$ cat config.mk
export PLATFORM = sky130hd
export DESIGN_NAME = kernal_ctrl_2by2
export DESIGN_NICKNAME = d
export VERILOG_FILES = /design/src/rtl/kernal_pkg.sv /design/src/rtl/valid_tag_pipe.sv /design/src/rtl/kernal_ctrl_2by2.sv
export SDC_FILE = /design/constraint.sdc
export NUM_CORES = 1
export LEC_CHECK = 0
export ABC_AREA = 1
export CAP_MARGIN = 20
export CORE_UTILIZATION = 65
export CTS_BUF_LIST = sky130_fd_sc_hd__clkbuf_4 sky130_fd_sc_hd__clkbuf_8
export DETAILED_ROUTE_END_ITERATION = 8
export DONT_BUFFER_PORTS = 1
export GPL_TIMING_DRIVEN = 0
export HOLD_SLACK_MARGIN = 0.03
export PLACE_DENSITY_LB_ADDON = 0.08
export SKIP_LAST_GASP = 1
export SYNTH_ARGS = -nofsm -noshare
export SYNTH_HDL_FRONTEND = slang
export SYNTH_SLANG_ARGS = --single-unit
$ cat constraint.sdc
create_clock -name clk -period 5.3 [get_ports clk]
set_input_delay 0.265 -clock clk [delete_from_list [all_inputs] [get_ports clk]]
set_output_delay 0.265 -clock clk [all_outputs]
set_load 0.1 [all_outputs]
$ cat src/rtl/kernal_pkg.sv
// Shared definitions for the 2x2 kernel sequencer: FSM state encoding and
// the result-width helper matching the kernel's accumulator output.
package kernal_pkg;

  typedef enum logic [1:0] {
    IDLE  = 2'd0,
    CLEAR = 2'd1,
    RUN   = 2'd2,
    DRAIN = 2'd3
  } state_t;

  // Kernel result width: two element-width products summed plus growth bits.
  function automatic int result_w(input int data_size);
    return 2 * data_size + 5;
  endfunction

endpackage

$ cat src/rtl/valid_tag_pipe.sv
// Enable-gated tag shift register that tracks which kernel pipeline slots
// hold a real sample. The head bit lines up with the kernel's result port.
module valid_tag_pipe #(
  parameter int LAT = 2
) (
  input  logic           clk,
  input  logic           rst,
  input  logic           en,
  input  logic           push,
  output logic [LAT-1:0] tag,
  output logic           head,
  output logic           occupied
);

  // Shift a new tag in only when the kernel pipeline itself advances.
  always_ff @(posedge clk) begin
    if (rst) begin
      tag <= '0;
    end else if (en) begin
      tag <= (tag << 1) | LAT'(push);
    end
  end

  assign head     = tag[LAT-1];
  assign occupied = |tag;

endmodule

$ cat src/rtl/kernal_ctrl_2by2.sv
// Job sequencer for the 2x2 weight-stationary kernel. Latches a descriptor,
// streams input pairs into the kernel with a gated enable, and returns one
// result beat per accepted sample with backpressure and a last marker.
module kernal_ctrl_2by2
  import kernal_pkg::*;
#(
  parameter int dataSize = 8,
  parameter int LEN_W    = 8,
  parameter int LAT      = 2,
  localparam int RES_W   = result_w(dataSize)
) (
  input  logic                  clk,
  input  logic                  rst,
  input  logic                  cfg_valid,
  output logic                  cfg_ready,
  input  logic [4*dataSize-1:0] cfg_w,
  input  logic [LEN_W-1:0]      cfg_len,
  input  logic                  in_valid,
  output logic                  in_ready,
  input  logic [dataSize-1:0]   in_row1,
  input  logic [dataSize-1:0]   in_row2,
  output logic                  k_en,
  output logic                  k_rst,
  output logic [dataSize-1:0]   k_in_row1,
  output logic [dataSize-1:0]   k_in_row2,
  output logic [dataSize-1:0]   k_w1,
  output logic [dataSize-1:0]   k_w2,
  output logic [dataSize-1:0]   k_w3,
  output logic [dataSize-1:0]   k_w4,
  input  logic [RES_W-1:0]      k_result,
  output logic                  out_valid,
  input  logic                  out_ready,
  output logic [RES_W-1:0]      out_data,
  output logic                  out_last,
  output logic                  busy,
  output logic                  done
);

  state_t             state, state_nx;
  logic [LEN_W-1:0]   len_q;
  logic [LEN_W-1:0]   issued;
  logic [LEN_W-1:0]   retired;
  logic               taken;
  logic               done_zero;
  logic               drain_done;
  logic               push;
  logic [LAT-1:0]     tag;
  logic               tag_head;
  logic               tag_occ;
  logic               cfg_fire;
  logic               in_fire;
  logic               out_fire;
  logic               stall;

  valid_tag_pipe #(.LAT(LAT)) u_tags (
    .clk      (clk),
    .rst      (rst),
    .en       (k_en),
    .push     (push),
    .tag      (tag),
    .head     (tag_head),
    .occupied (tag_occ)
  );

  // A beat is pending while the head slot holds a sample not yet handed off.
  assign out_valid = tag_head & ~taken;
  assign stall     = out_valid & ~out_ready;
  assign out_fire  = out_valid & out_ready;
  assign out_data  = k_result;
  assign out_last  = out_valid & (retired == (len_q - LEN_W'(1)));

  assign cfg_ready = (state == IDLE);
  assign cfg_fire  = cfg_valid & cfg_ready;
  assign in_ready  = (state == RUN) & ~stall & (issued < len_q);
  assign in_fire   = in_valid & in_ready;

  assign busy  = (state != IDLE);
  assign k_rst = rst | (state == CLEAR);
  assign done  = drain_done | done_zero;

  // Next-state and kernel drive: enable only on real input or drain steps.
  always_comb begin
    state_nx   = state;
    k_en       = 1'b0;
    push       = 1'b0;
    k_in_row1  = '0;
    k_in_row2  = '0;
    drain_done = 1'b0;
    case (state)
      IDLE: begin
        if (cfg_fire && (cfg_len != '0)) state_nx = CLEAR;
      end
      CLEAR: begin
        state_nx = RUN;
      end
      RUN: begin
        k_in_row1 = in_row1;
        k_in_row2 = in_row2;
        if (in_fire) begin
          k_en = 1'b1;
          push = 1'b1;
          if (issued == (len_q - LEN_W'(1))) state_nx = DRAIN;
        end
      end
      DRAIN: begin
        if (!tag_occ && !out_valid) begin
          drain_done = 1'b1;
          state_nx   = IDLE;
        end else if (!stall) begin
          k_en = 1'b1;
        end
      end
      default: state_nx = IDLE;
    endcase
  end

  // State register.
  always_ff @(posedge clk) begin
    if (rst) state <= IDLE;
    else     state <= state_nx;
  end

  // Job bookkeeping: length, issue/retire counters, hand-off and done flags.
  always_ff @(posedge clk) begin
    if (rst) begin
      len_q     <= '0;
      issued    <= '0;
      retired   <= '0;
      taken     <= 1'b0;
      done_zero <= 1'b0;
    end else begin
      done_zero <= cfg_fire && (cfg_len == '0);
      if (cfg_fire) begin
        len_q   <= cfg_len;
        issued  <= '0;
        retired <= '0;
      end else begin
        if (in_fire)  issued  <= issued + LEN_W'(1);
        if (out_fire) retired <= retired + LEN_W'(1);
      end
      if (k_en)          taken <= 1'b0;
      else if (out_fire) taken <= 1'b1;
    end
  end

  // Weights are held from descriptor accept until the next accept.
  always_ff @(posedge clk) begin
    if (rst) begin
      k_w1 <= '0;
      k_w2 <= '0;
      k_w3 <= '0;
      k_w4 <= '0;
    end else if (cfg_fire) begin
      k_w1 <= cfg_w[0*dataSize +: dataSize];
      k_w2 <= cfg_w[1*dataSize +: dataSize];
      k_w3 <= cfg_w[2*dataSize +: dataSize];
      k_w4 <= cfg_w[3*dataSize +: dataSize];
    end
  end

endmodule
# Word level (Yosys, flattened, before mapping)

Index checks and enable logic that the tools add are counted.
Widths: inputs -> output; s select.

Flip-flop bits (word level): 62
Input port bits: 82
Output and inout bits: 77
Logic and storage cells: 65

Add/sub/neg operators: 3
Order comparisons: 1
Equal/unequal tests: 9
Multiplexer cells: 14
Bitwise gates (word level): 14
Reduce and logical (&&, ||, !) cells: 13

Operators by type and width:

| cell                | number |
|---|---|
| $add 8x1->8 const B | 2 |
| $eq 8x8->1          | 2 |
| $mux 8              | 2 |
| $and 1x1->1         | 8 |
| $logic_not 8->1     | 1 |
| $lt 8x8->1          | 1 |
| $mux 2              | 4 |
| $pmux 2 s4          | 1 |
| $reduce_bool 8->1   | 1 |
| $sub 8x1->8 const B | 1 |
| $mux 1              | 6 |
| $reduce_or 2->1     | 3 |
| $eq 2x2->1 const B  | 2 |
| $ne 2x1->1 const B  | 2 |
| $ne 2x2->1 const B  | 2 |
| $reduce_and 4->1    | 1 |
| $logic_and 1x1->1   | 3 |
| $not 1->1           | 3 |
| $eq 2x1->1 const B  | 1 |
| $logic_not 1->1     | 2 |
| $logic_not 2->1     | 1 |
| $or 1x1->1          | 2 |
| $or 2x1->2          | 1 |
| $pmux 1 s2          | 1 |
| $reduce_bool 2->1   | 1 |

# Longest topological paths before layout

Gate-level depths: netlist of run 1.

Depth after elaboration: 10
Depth in mapped cells: 14
Depth with buffers taken out: 14

# Modules after synthesis

From an unflattened synthesis of run 1, not the netlist that was laid out.

Cells, all modules: 504
Area total of the unflattened synthesis: 3,412.0 um2

By module, submodules not included:

| module           | instances | cells each | area an instance (um2) |
|---|---|---|---|
| kernal_ctrl_2by2 | 1         | 489        | 3,314.4 |
| valid_tag_pipe   | 1         | 15         | 97.6 |

# Least setup slack after synthesis of run 1

No wires, ideal clock.

Path type: register to output
Start point: reg len_q[0]
End point: out out_last
Arrival time: 3.965 ns
Slack: 1.070 ns
Cell stages (with the launch flop): 10
Path buffers: 0
Path through: dfxtp_1 -> inv_2 -> ha_1 -> inv_1 -> nand2_1 -> nand2_1 -> xor2_1 -> nor2_1 -> nand3_1 -> nor4_1

Word-level cells in the longest chain between the ends: 3

Ends and longest elaborated chain:

| what                   | line                    | text |
|---|---|---|
| start, declared        | kernal_ctrl_2by2.sv:40  | `logic [LEN_W-1:0] len_q;` |
| start signal, assigned | kernal_ctrl_2by2.sv:134 | `len_q <= cfg_len;` |
| $sub 8x1->8            | kernal_ctrl_2by2.sv:70  | `assign out_last = out_valid & (retired == (len_q - LEN_W'(1)));` |
| $eq 8x8->1             | kernal_ctrl_2by2.sv:70  |  |
| $and 1x1->1            | kernal_ctrl_2by2.sv:70  |  |
| end, declared          | kernal_ctrl_2by2.sv:34  | `output logic out_last,` |

Every way passes these cells.

# Worst setup path in the final report of run 1

Start point: reg u_tags.tag[1]
End point: out k_en

Word-level cells in the longest chain between the ends: 8

Ends and longest elaborated chain:

| what                     | line                   | text |
|---|---|---|
| start, declared          | valid_tag_pipe.sv:10   | `output logic [LAT-1:0] tag,` |
| start signal, assigned   | valid_tag_pipe.sv:20   | `tag <= (tag << 1) \| LAT'(push);` |
| $and 1x1->1              | kernal_ctrl_2by2.sv:66 | `assign out_valid = tag_head & ~taken;` |
| via out_valid            | kernal_ctrl_2by2.sv:31 | `output logic out_valid,` |
| $and 1x1->1              | kernal_ctrl_2by2.sv:67 | `assign stall = out_valid & ~out_ready;` |
| $not 1->1                | kernal_ctrl_2by2.sv:74 | `assign in_ready = (state == RUN) & ~stall & (issued < len_q);` |
| $and 1x1->1 (2 in a row) | kernal_ctrl_2by2.sv:74 |  |
| via in_ready             | kernal_ctrl_2by2.sv:19 | `output logic in_ready,` |
| $and 1x1->1              | kernal_ctrl_2by2.sv:75 | `assign in_fire = in_valid & in_ready;` |
| $mux 1                   | kernal_ctrl_2by2.sv:99 | `if (in_fire) begin` |
| $pmux 1 s2               | kernal_ctrl_2by2.sv:89 | `case (state)` |
| end, declared            | kernal_ctrl_2by2.sv:22 | `output logic k_en,` |

The timed path passes the listed nets, and every way through them passes these cells.

==> flow_metrics.py, run 1 <==
metrics = {
    "clock_tree": {
        "cts-buffers-inserted": 9,
        "clk_latency_ns": 0.34,
        "cts_tree": "yes",
        "post_cts_buffers": 0,
        "cts_sinks": 62,
        "clockBufferDepth": 2,
        "cts_root_buf": "clkbuf_8",
        "clk_pin_slew_worst_paths_ns": 0.07,
        "cts.htree.levels": 3,
        "cts_hold_buf": 1,
        "cts_resized": 0,
    },
    "synthesis": {
        "synthTopCellsByArea": "dfxtp_1 (37%), nand2_1 (16%), nand3_1 (9.2%)",
        "yosysWarningCount": 0,
        "ys_top_cells_by_count": "nand2_1 (145), dfxtp_1 (62), nand3_1 (61)",
        "syn_nets": 582,
        "synth.top_cell.area_share_pct": 37.4,
        "synth_area_per_cell_sq_um": 6.84,
        "synth_cells": 485,
        "synth_cell_type_count": 33,
        "async_flop_share_pct": 0,
        "synth_area_sq_mm": 0.00332,
        "post-synth-top-count-cell": "nand2_1",
        "synth_edf_count": 0,
        "yosysTopAreaCell": "dfxtp_1",
        "yosysSeqAreaShare_pct": 37.4,
        "synth_ff_type": "dfxtp_1",
        "ys_ff_latch": 62,
    },
    "grt": {
        "grt_pass1_wl_microns": 12000,
        "first_global_vias": 2833,
        "overflow": 0,
        "grt_usage_pct": 29.2,
        "grt_max_degree": 12,
        "antenna_found_initial": 0,
    },
    "layout": {
        "seqCellArea_sq_mm": 0.00124,
        "fillers": 403,
        "drive_gt1_share_pct": 12.2,
        "layout.nets": 595,
        "multi_input_area_sq_mm": 0.00161,
        "syn2layout_area_growth_pct": 9.84,
        "insertedDiodeCount": 0,
    },
    "status": {
        "status": "finished clean",
    },
    "sta": {
        "hold_viol": 0,
        "clock_skew_ns": 0.00796,
        "grt_setup_unrepaired": "no",
        "fin_crit_ns": 3.12,
        "setup_viol": 0,
        "worst_pin_slew_ns": 1.06,
        "clock.fmax_mhz": 321,
        "slew_viol_final": 0,
        "tns_ns": 0,
        "finalCritPeriodShare_pct": 58.8,
        "setup_ws_ns": 2.18,
        "max_slew_margin_pct": 29.0,
    },
    "floorplan": {
        "num_rows": 25,
        "die_h_microns": 73.5,
        "initial_core_util_pct": 68.9,
        "dieArea_sq_mm": 0.00539,
        "ios": 159,
        "die_x_microns": 73.5,
        "design.core.area_sq_mm": 0.00482,
    },
    "job": {
        "drv_cap": 0,
    },
    "power": {
        "vdd_drop_max_uv": 362,
        "powerDensity_mw_per_mm2": 616,
        "pwr-share-seq_pct": 39.7,
        "intPower_mw": 0.964,
        "switching_share_pct": 57.0,
        "power.share.combinational_pct": 40.1,
        "power_switching_mw": 1.28,
        "clkPwrFrac_pct": 20.2,
        "p_leak_nw": 1.82,
    },
    "detailed_routing": {
        "initialDrtViolationCount": 136,
        "route.detailed.drc": 0,
        "drt_first_pass_iters": 4,
        "vias": 3015,
        "drt_wl_total_microns": 7810,
        "drtAntennaViolNets": 0,
        "routed_via_density": 5.30,
        "wire_per_inst_microns": 13.7,
    },
    "setup_path": {
        "cp_slowest_cell": "inv_1",
        "cp-end-kind": "primary output",
        "r2r-start": "u_tags.tag[1]$_SDFFE_PP0P_",
        "cp_max_fo": 10,
        "crit_chain": "nand2_2 > inv_1 > nand2_1 > nand3_1 > nor2_1 > and2_4 > nand2_2 > buf_6 > nand2_2",
        "critPathLaunchType": "register",
        "max_stage_delay_ns": 0.63,
        "crit_family": "simple AND/OR/NAND/NOR gates",
        "rrSetupSlack_ns": 2.35,
        "cpMostUsedCell": "nand2_2",
        "critPathRequiredTime_ns": 5.04,
        "critPathBufInv": 2,
        "r2r-end": "taken$_SDFFE_PP0P_",
        "cp.arrival_ns": 2.85,
        "worst_r2r_path_depth": 10,
        "crit_type": "register to primary output",
    },
    "hold_path": {
        "hold_end": "k_w4[7]$_SDFFE_PP0P_",
        "worstHoldStart": "cfg_w[31]",
        "hold_path_class": "input port to register",
        "min_path_cells": 2,
    },
    "placement": {
        "gp_congestion": 0.907,
        "dp_hpwl_microns": 6010,
        "io_buffers": 0,
        "dpl_worst_slack_ns": 2.40,
    },
}
worst register-to-register path: cells and delay by family (launching register included):
kind	cells	cell delay, ns
flip-flops	1	0.37
buffers and inverters	2	0.79
AND/OR/NAND/NOR	7	1.36
AO/OA/AOI/OAI	1	0.34
state kept, by name, indices dropped and copies added (netlist names), 8 cells and up:
name	flops
k_w2	8
k_w1	8
len_q	8
k_w3	8
retired	8
issued	8
k_w4	8
metrics by stage:
step	total power, mW	cells	instance area, sq um	hold WS, ns	utilization (%)
4_1_cts	2.24	569	3640	0.0595	75.7
3_5_place_dp	1.79	553	3420	0.338	71.1
5_1_grt	2.33	569	3640	0.0602	75.7
3_3_place_gp	1.77	552	3400	0.337	70.6
2_1_floorplan	1.68	485	3320	0.334	-
6_report	2.24	569	3640	0.0581	75.7
area by class of cell:
class	count	share of cell area, %
Buffer	35	6.32
Clock buffer	9	3.40
Clock inverter	6	2.40
Inverter	65	6.69
Multi-Input combinational cell	323	44.1
Sequential cell	62	34.1
Tap cell	67	2.30
Timing Repair Buffer	2	0.687
worst max-delay path by stage:
stage	start	cells after the start	slack (ns)	end
2_1_floorplan	len_q[0]$_SDFFE_PP0P_	9	1.07	out_last
3_5_place_dp	taken$_SDFFE_PP0P_	11	2.40	taken$_SDFFE_PP0P_
4_1_cts	u_tags.tag[1]$_SDFFE_PP0P_	9	2.22	k_en
5_1_grt	u_tags.tag[1]$_SDFFE_PP0P_	9	2.13	k_en
3_3_place_gp	len_q[0]$_SDFFE_PP0P_	9	0.82	out_last
6_report	u_tags.tag[1]$_SDFFE_PP0P_	9	2.18	k_en
kinds of logic (layout without fill, tap and decap cells):
| group | count (synthesis) | after routing | share of synthesized area [%] |
|---|---|---|---|
| fa+ha+maj | 15 | 15 | 5.66 |
| xor+xnor | 3 | 3 | 0.792 |
| flops | 62 | 62 | 37.4 |
| simple gates | 259 | 259 | 34.2 |
| buf+inv | 100 | 117 | 14.3 |
| compound gates | 46 | 46 | 7.62 |
cell usage in the layout, fill, tap and decap left out, types with 3 or more instances in the layout:
| master | n |
|---|---|
| a21oi_1 | 22 |
| o22ai_1 | 6 |
| nor3_1 | 4 |
| clkbuf_8 | 9 |
| nor2_2 | 3 |
| nand3_1 | 61 |
| nor2_1 | 29 |
| xor2_1 | 3 |
| nand2_1 | 145 |
| nand2_2 | 3 |
| buf_4 | 22 |
| inv_2 | 5 |
| dfxtp_1 | 62 |
| ha_1 | 15 |
| clkbuf_1 | 8 |
| inv_1 | 60 |
| o21ai_0 | 12 |
| nand4_1 | 3 |
layer usage:
metal / vias to the layer above / share of wire, % / wire (microns) / GRT usage [%]
met4: 0 / 2.4 / 189 / 15.0
met1: 1345 / 41 / 3230 / 34.0
li1: 1541 / - / - / -
met3: 12 / 7.6 / 596 / 7.00
met5: - / 0 / 0 / 0
met2: 117 / 49 / 3800 / 49.7
power by group through the flow:
stage	Clock (mW)	Sequential, mW	Combinational [mW]
2_1_floorplan	0	0.886	0.793
3_3_place_gp	0	0.898	0.870
3_5_place_dp	0	0.898	0.894
4_1_cts	0.451	0.891	0.896
5_1_grt	0.472	0.899	0.963
6_report	0.454	0.891	0.899
Power figures use the tool's default switching activity.
==> inputs of run 2 (changes only) <==
ABC_AREA = 0   (was 1)
CORE_UTILIZATION = 59   (was 65)
clock period = 2.57 ns   (was 5.3 ns; I/O delays follow)
==> flow_metrics.py, run 2 <==
metrics = {
    "placement": {
        "io_buffers": 0,
        "dp_hpwl_microns": 5070,
        "gp_congestion": 0.814,
        "dpl_worst_slack_ns": -0.412,
    },
    "clock_tree": {
        "cts_root_buf": "clkbuf_8",
        "cts_tree": "yes",
        "cts-buffers-inserted": 9,
        "cts.htree.levels": 3,
        "clk_pin_slew_worst_paths_ns": 0.07,
        "clockBufferDepth": 2,
        "cts_sinks": 62,
        "clk_latency_ns": 0.35,
    },
    "detailed_routing": {
        "wl_met3_microns": 658,
        "routed_via_density": 5.79,
        "highest_layer": "met4",
        "wl_met1_microns": 3100,
        "wire_per_inst_microns": 18.1,
        "initialDrtViolationCount": 171,
        "drt_wl_total_microns": 8380,
        "vias": 2677,
        "met2_length_microns": 4350,
        "drtAntennaViolNets": 0,
        "route.detailed.drc": 0,
        "drt_first_pass_iters": 4,
    },
    "sta": {
        "hold_viol": 0,
        "worst_pin_slew_ns": 1.04,
        "finalCritPeriodShare_pct": 96.9,
        "setup_ws_ns": 0.0784,
        "clock.fmax_mhz": 401,
        "setup_viol": 0,
        "max_slew_margin_pct": 30.7,
        "clock_skew_ns": 0.00966,
        "grt_setup_unrepaired": "yes",
        "tns_ns": 0,
        "slew_viol_final": 0,
        "fin_crit_ns": 2.49,
    },
    "floorplan": {
        "dieArea_sq_mm": 0.00554,
        "die_x_microns": 74.4,
        "die_h_microns": 74.4,
        "design.core.area_sq_mm": 0.00488,
        "initial_core_util_pct": 63.4,
        "ios": 159,
        "num_rows": 25,
    },
    "grt": {
        "grt_usage_pct": 30.7,
        "overflow": 0,
        "first_global_vias": 2609,
        "antenna_found_initial": 1,
        "grt_max_degree": 12,
        "grt_pass1_wl_microns": 12300,
    },
    "setup_path": {
        "cp_max_fo": 6,
        "cp.arrival_ns": 2.36,
        "crit_type": "register to primary output",
        "cp-end-kind": "primary output",
        "critPathLaunchType": "register",
        "crit_start": "len_q[0]$_SDFFE_PP0P_",
        "r2r-end": "state[0]$_SDFFE_PP0P_",
        "worst_r2r_path_depth": 8,
        "rrSetupSlack_ns": 0.14,
        "critPathRequiredTime_ns": 2.44,
        "r2r-start": "state[0]$_SDFFE_PP0P_",
        "critPathCapture": "out_last",
    },
    "synthesis": {
        "ys_ff_latch": 62,
        "synth_cells": 335,
        "synth_cell_type_count": 40,
        "ys_top_cells_by_count": "dfxtp_1 (62), a22o_1 (32), xnor2_1 (26)",
        "muxShareOfSynthArea_pct": 1.29,
        "synthTopCellsByArea": "dfxtp_1 (40%), a22o_1 (9.1%), xnor2_1 (7.4%)",
        "syn_nets": 432,
        "synth-xor-area-share_pct": 10.6,
        "synth_compound_area_share_pct": 15.0,
        "synth_area_per_cell_sq_um": 9.24,
        "yosysWarningCount": 0,
        "synth.top_cell.area_share_pct": 40.1,
        "synth_top_family_by_area": "simple AND/OR/NAND/NOR gates",
        "synth_ff_type": "dfxtp_1",
        "synth_area_sq_mm": 0.00310,
        "synthAdderAreaFrac_pct": 6.06,
        "yosysTopAreaCell": "dfxtp_1",
        "async_flop_share_pct": 0,
        "yosys.area_share.simple_pct": 18.1,
        "post-synth-top-count-cell": "dfxtp_1",
        "yosysSeqAreaShare_pct": 40.1,
        "synth_edf_count": 0,
    },
    "layout": {
        "mostFrequentLayoutCells": "dfxtp_1 (56), dlygate4sd3_1 (41), a22o_1 (32)",
        "fillers": 320,
        "syn2layout_area_growth_pct": 27.6,
        "multi_input_area_sq_mm": 0.00168,
        "final_core_utilization_pct": 80.9,
        "layout.nets": 486,
        "drive_gt1_share_pct": 16.5,
        "seqCellArea_sq_mm": 0.00125,
        "final_common_cell": "dfxtp_1",
    },
    "power": {
        "powerDensity_mw_per_mm2": 1180,
        "p_leak_nw": 1.54,
        "vdd_drop_max_uv": 1040,
    },
    "hold_path": {
        "hold_path_class": "input port to register",
    },
    "job": {
        "drv_cap": 0,
    },
    "status": {
        "status": "finished clean",
    },
}
## run 2: worst min-delay path by stage
stage,start,depth (start not counted),slack [ns],endpoint
final,rst,2,0.13,u_tags.tag[0]$_SDFFE_PP0P_
after global routing,rst,2,0.15,k_w4[1]$_SDFFE_PP0P_
after CTS,rst,2,0.12,k_w4[1]$_SDFFE_PP0P_
after detailed placement,cfg_len[4],2,0.24,len_q[4]$_SDFFE_PP0P_
after global placement,cfg_len[2],2,0.24,len_q[2]$_SDFFE_PP0P_
after floorplan,cfg_len[0],2,0.24,len_q[0]$_SDFFE_PP0P_
## run 2: logic make-up after synthesis
kind of cell             Yosys count
AO/OA/AOI/OAI                     64
XOR/XNOR                          36
adder cells (fa/ha/maj)           15
buffers and inverters             51
flip-flops                        62
multiplexers                       4
AND/OR/NAND/NOR                  103
## run 2: routing by layer
layer / GRT usage (%) / up-vias
li1: - / 1248
met5: 0 / -
met4: 16.8 / 0
met3: 9.49 / 26
met1: 33.5 / 1247
met2: 53.0 / 156
## run 2: layout make-up
cell class | count | share of cell area, %
multi-input cells | 222 | 42.4
clock inverters | 4 | 1.36
repair buffers | 46 | 11.3
inverters | 14 | 1.49
diodes | 1 | 0.0634
clock buffers | 12 | 4.18
well taps | 67 | 2.12
plain buffers | 34 | 5.32
flip-flops and latches | 62 | 31.7
## run 2: power breakdown
group          internal (mW)  switching [mW]
Sequential              1.10           0.772
Combinational          0.508            1.34
Clock                  0.529           0.395
## run 2: worst max-delay path, stage by stage (launching register included)
cell	delay [ns]
dfxtp_2	0.36
inv_2	0.10
ha_4	0.18
nand2b_4	0.07
nor4_4	0.30
xnor2_1	0.17
xnor2_1	0.14
nand4_1	0.16
nor2_4	0.54
## run 2: stage by stage
stage               std cells  total power, mW  area (sq um)  hold WS [ns]
floorplan                 335             3.33          3110         0.237
global placement          402             3.49          3200         0.242
detailed placement        402             3.52          3200         0.245
CTS                       461             4.56          3890         0.117
global route              462             4.82          3950         0.154
finish                    462             4.65          3950         0.128
## run 2: what timing repair did
action | 4_1_cts | 5_1_grt
endpoints found under the hold margin | 41 | 0
setup buffers | 3 | 2
hold buffers | 41 | 0
pin swaps | 5 | 6
setup endpoints to repair | 5 | 16
resized for setup | 13 | 13
==> inputs of run 3 (changes only) <==
GPL_TIMING_DRIVEN = 1   (was 0)
==> flow_metrics.py, run 3 (synthesized netlist as in run 2, its figures left out) <==
metrics = {
    "setup_path": {
        "r2r-start": "len_q[0]$_SDFFE_PP0P_",
        "worst_r2r_path_depth": 8,
        "cp.arrival_ns": 2.35,
        "critPathLaunchType": "register",
        "r2r-end": "state[0]$_SDFFE_PP0P_",
        "cp_max_fo": 6,
        "cp-end-kind": "primary output",
        "rrSetupSlack_ns": 0.23,
        "crit_type": "register to primary output",
        "critPathRequiredTime_ns": 2.44,
    },
    "grt": {
        "first_global_vias": 2718,
        "overflow": 0,
        "grt_pass1_wl_microns": 13200,
        "grt_max_degree": 41,
        "antenna_found_initial": 0,
        "grt_usage_pct": 32.7,
    },
    "placement": {
        "placedCellCount": 423,
        "io_buffers": 0,
        "gp_congestion": 0.863,
        "dpl_worst_slack_ns": 0.197,
        "dp_hpwl_microns": 5160,
    },
    "sta": {
        "worst_pin_slew_ns": 0.932,
        "slew_viol_final": 0,
        "finalCritPeriodShare_pct": 96.4,
        "hold_viol": 0,
        "clock.fmax_mhz": 404,
        "grt_setup_unrepaired": "yes",
        "setup_ws_ns": 0.0937,
        "hold-worst-slack_ns": 0.160,
        "clock_skew_ns": 0.00910,
        "fin_crit_ns": 2.48,
        "max_slew_margin_pct": 37.9,
        "setup_viol": 0,
        "tns_ns": 0,
    },
    "power": {
        "intPower_mw": 2.30,
        "switching_share_pct": 51.6,
        "power.share.combinational_pct": 54.1,
        "clkPwrFrac_pct": 20.9,
        "vdd_drop_max_uv": 846,
        "powerDensity_mw_per_mm2": 1160,
        "p_leak_nw": 1.73,
        "pwr-share-seq_pct": 24.9,
        "power_switching_mw": 2.45,
    },
    "detailed_routing": {
        "drtAntennaViolNets": 0,
        "route.detailed.drc": 0,
        "drt_first_pass_iters": 5,
        "wire_per_inst_microns": 18.4,
        "routed_via_density": 5.73,
        "drt_wl_total_microns": 8880,
        "vias": 2767,
        "initialDrtViolationCount": 207,
    },
    "layout": {
        "layout.nets": 508,
        "syn2layout_area_growth_pct": 32.5,
        "fillers": 293,
        "instances_no_fill": 483,
        "mostFrequentLayoutCells": "dfxtp_1 (62), buf_4 (59), dlygate4sd3_1 (43)",
        "insertedDiodeCount": 0,
        "final_core_utilization_pct": 84.1,
        "final_common_cell": "dfxtp_1",
        "drive_gt1_share_pct": 20.2,
    },
    "floorplan": {
        "dieArea_sq_mm": 0.00554,
        "die_h_microns": 74.4,
        "die_x_microns": 74.4,
        "initial_core_util_pct": 63.4,
        "design.core.area_sq_mm": 0.00488,
        "ios": 159,
        "num_rows": 25,
    },
    "clock_tree": {
        "cts_tree": "yes",
        "cts_root_buf": "clkbuf_8",
        "cts_sinks": 62,
        "clk_pin_slew_worst_paths_ns": 0.07,
        "clockBufferDepth": 2,
        "cts-buffers-inserted": 9,
        "cts.htree.levels": 3,
        "clk_latency_ns": 0.35,
    },
    "hold_path": {
        "min_path_cells": 3,
        "hold_path_class": "input port to register",
        "worstHoldStart": "out_ready",
        "hold_end": "u_tags.tag[0]$_SDFFE_PP0P_",
    },
    "status": {
        "status": "finished clean",
    },
    "job": {
        "drv_cap": 0,
    },
}
-- run 3: changes by cell type in the layout (fill, tap and decap cells not counted), sizes merged --
| cell | change |
|---|---|
| buf | +33 |
| clkbuf | -15 |
| clkinvlp | -2 |
| dlygate4sd3 | +2 |
| inv | +2 |
| bufinv | +1 |
| clkinv | +1 |
| diode | -1 |
-- run 3: power by group through the flow --
stage          logic (mW)  clock network [mW]  registers [mW]
3_5_place_dp         2.41                   0            1.19
3_3_place_gp         2.40                   0            1.19
6_report             2.57               0.995            1.18
4_1_cts              2.48               0.997            1.17
5_1_grt              2.66                1.05            1.19
2_1_floorplan        1.50                   0            1.83
-- run 3: worst max-delay path, cell delays in order (launching register included) --
cell and delay (ns):
dfxtp_1 0.37, inv_1 0.12, ha_1 0.27, nand2b_1 0.17
nor4_4 0.23, xnor2_1 0.19, xnor2_1 0.14, nand4_1 0.11
nor2_2 0.12, buf_4 0.29
-- run 3: timing repair --
item,4_1_cts,5_1_grt
resized for setup,1,2
pin swaps,0,0
buffers inserted,0,1
endpoints found under the setup margin,1,3
hold endpoints to repair,46,0
hold buffers,43,0
-- run 3: routing by layer --
layer	wire [microns]	global-route usage [%]
met5	0	0
met1	3490	38.0
met2	4400	54.4
met4	197	13.2
met3	789	12.2
-- run 3: worst max-delay path by stage --
stage	start	end	slack, ns	cells past startpoint
after detailed placement	len_q[4]$_SDFFE_PP0P_	state[0]$_SDFFE_PP0P_	0.20	7
after global routing	len_q[0]$_SDFFE_PP0P_	out_last	-0.03	9
after CTS	len_q[5]$_SDFFE_PP0P_	k_en	0.07	7
after global placement	len_q[1]$_SDFFE_PP0P_	state[1]$_SDFFE_PP0P_	0.24	8
final	len_q[0]$_SDFFE_PP0P_	out_last	0.09	9
after floorplan	len_q[3]$_SDFFE_PP0P_	u_tags.tag[1]$_SDFFE_PP0P_	-0.16	9
-- run 3: area by class of cell --
type | count | area [sq um] | share of cell area, %
clock inverter | 6 | 93.8 | 2.29
sequential | 62 | 1240 | 30.3
timing repair buffer | 102 | 873 | 21.3
tap | 67 | 83.8 | 2.04
clock buffer | 10 | 138 | 3.35
multi-input combinational | 222 | 1620 | 39.5
inverter | 14 | 52.6 | 1.28
-- run 3: stage by stage --
stage / total power, mW / instance area, sq um
2_1_floorplan: 3.33 / 3110
4_1_cts: 4.65 / 4090
3_3_place_gp: 3.58 / 3420
3_5_place_dp: 3.61 / 3420
6_report: 4.75 / 4100
5_1_grt: 4.90 / 4100
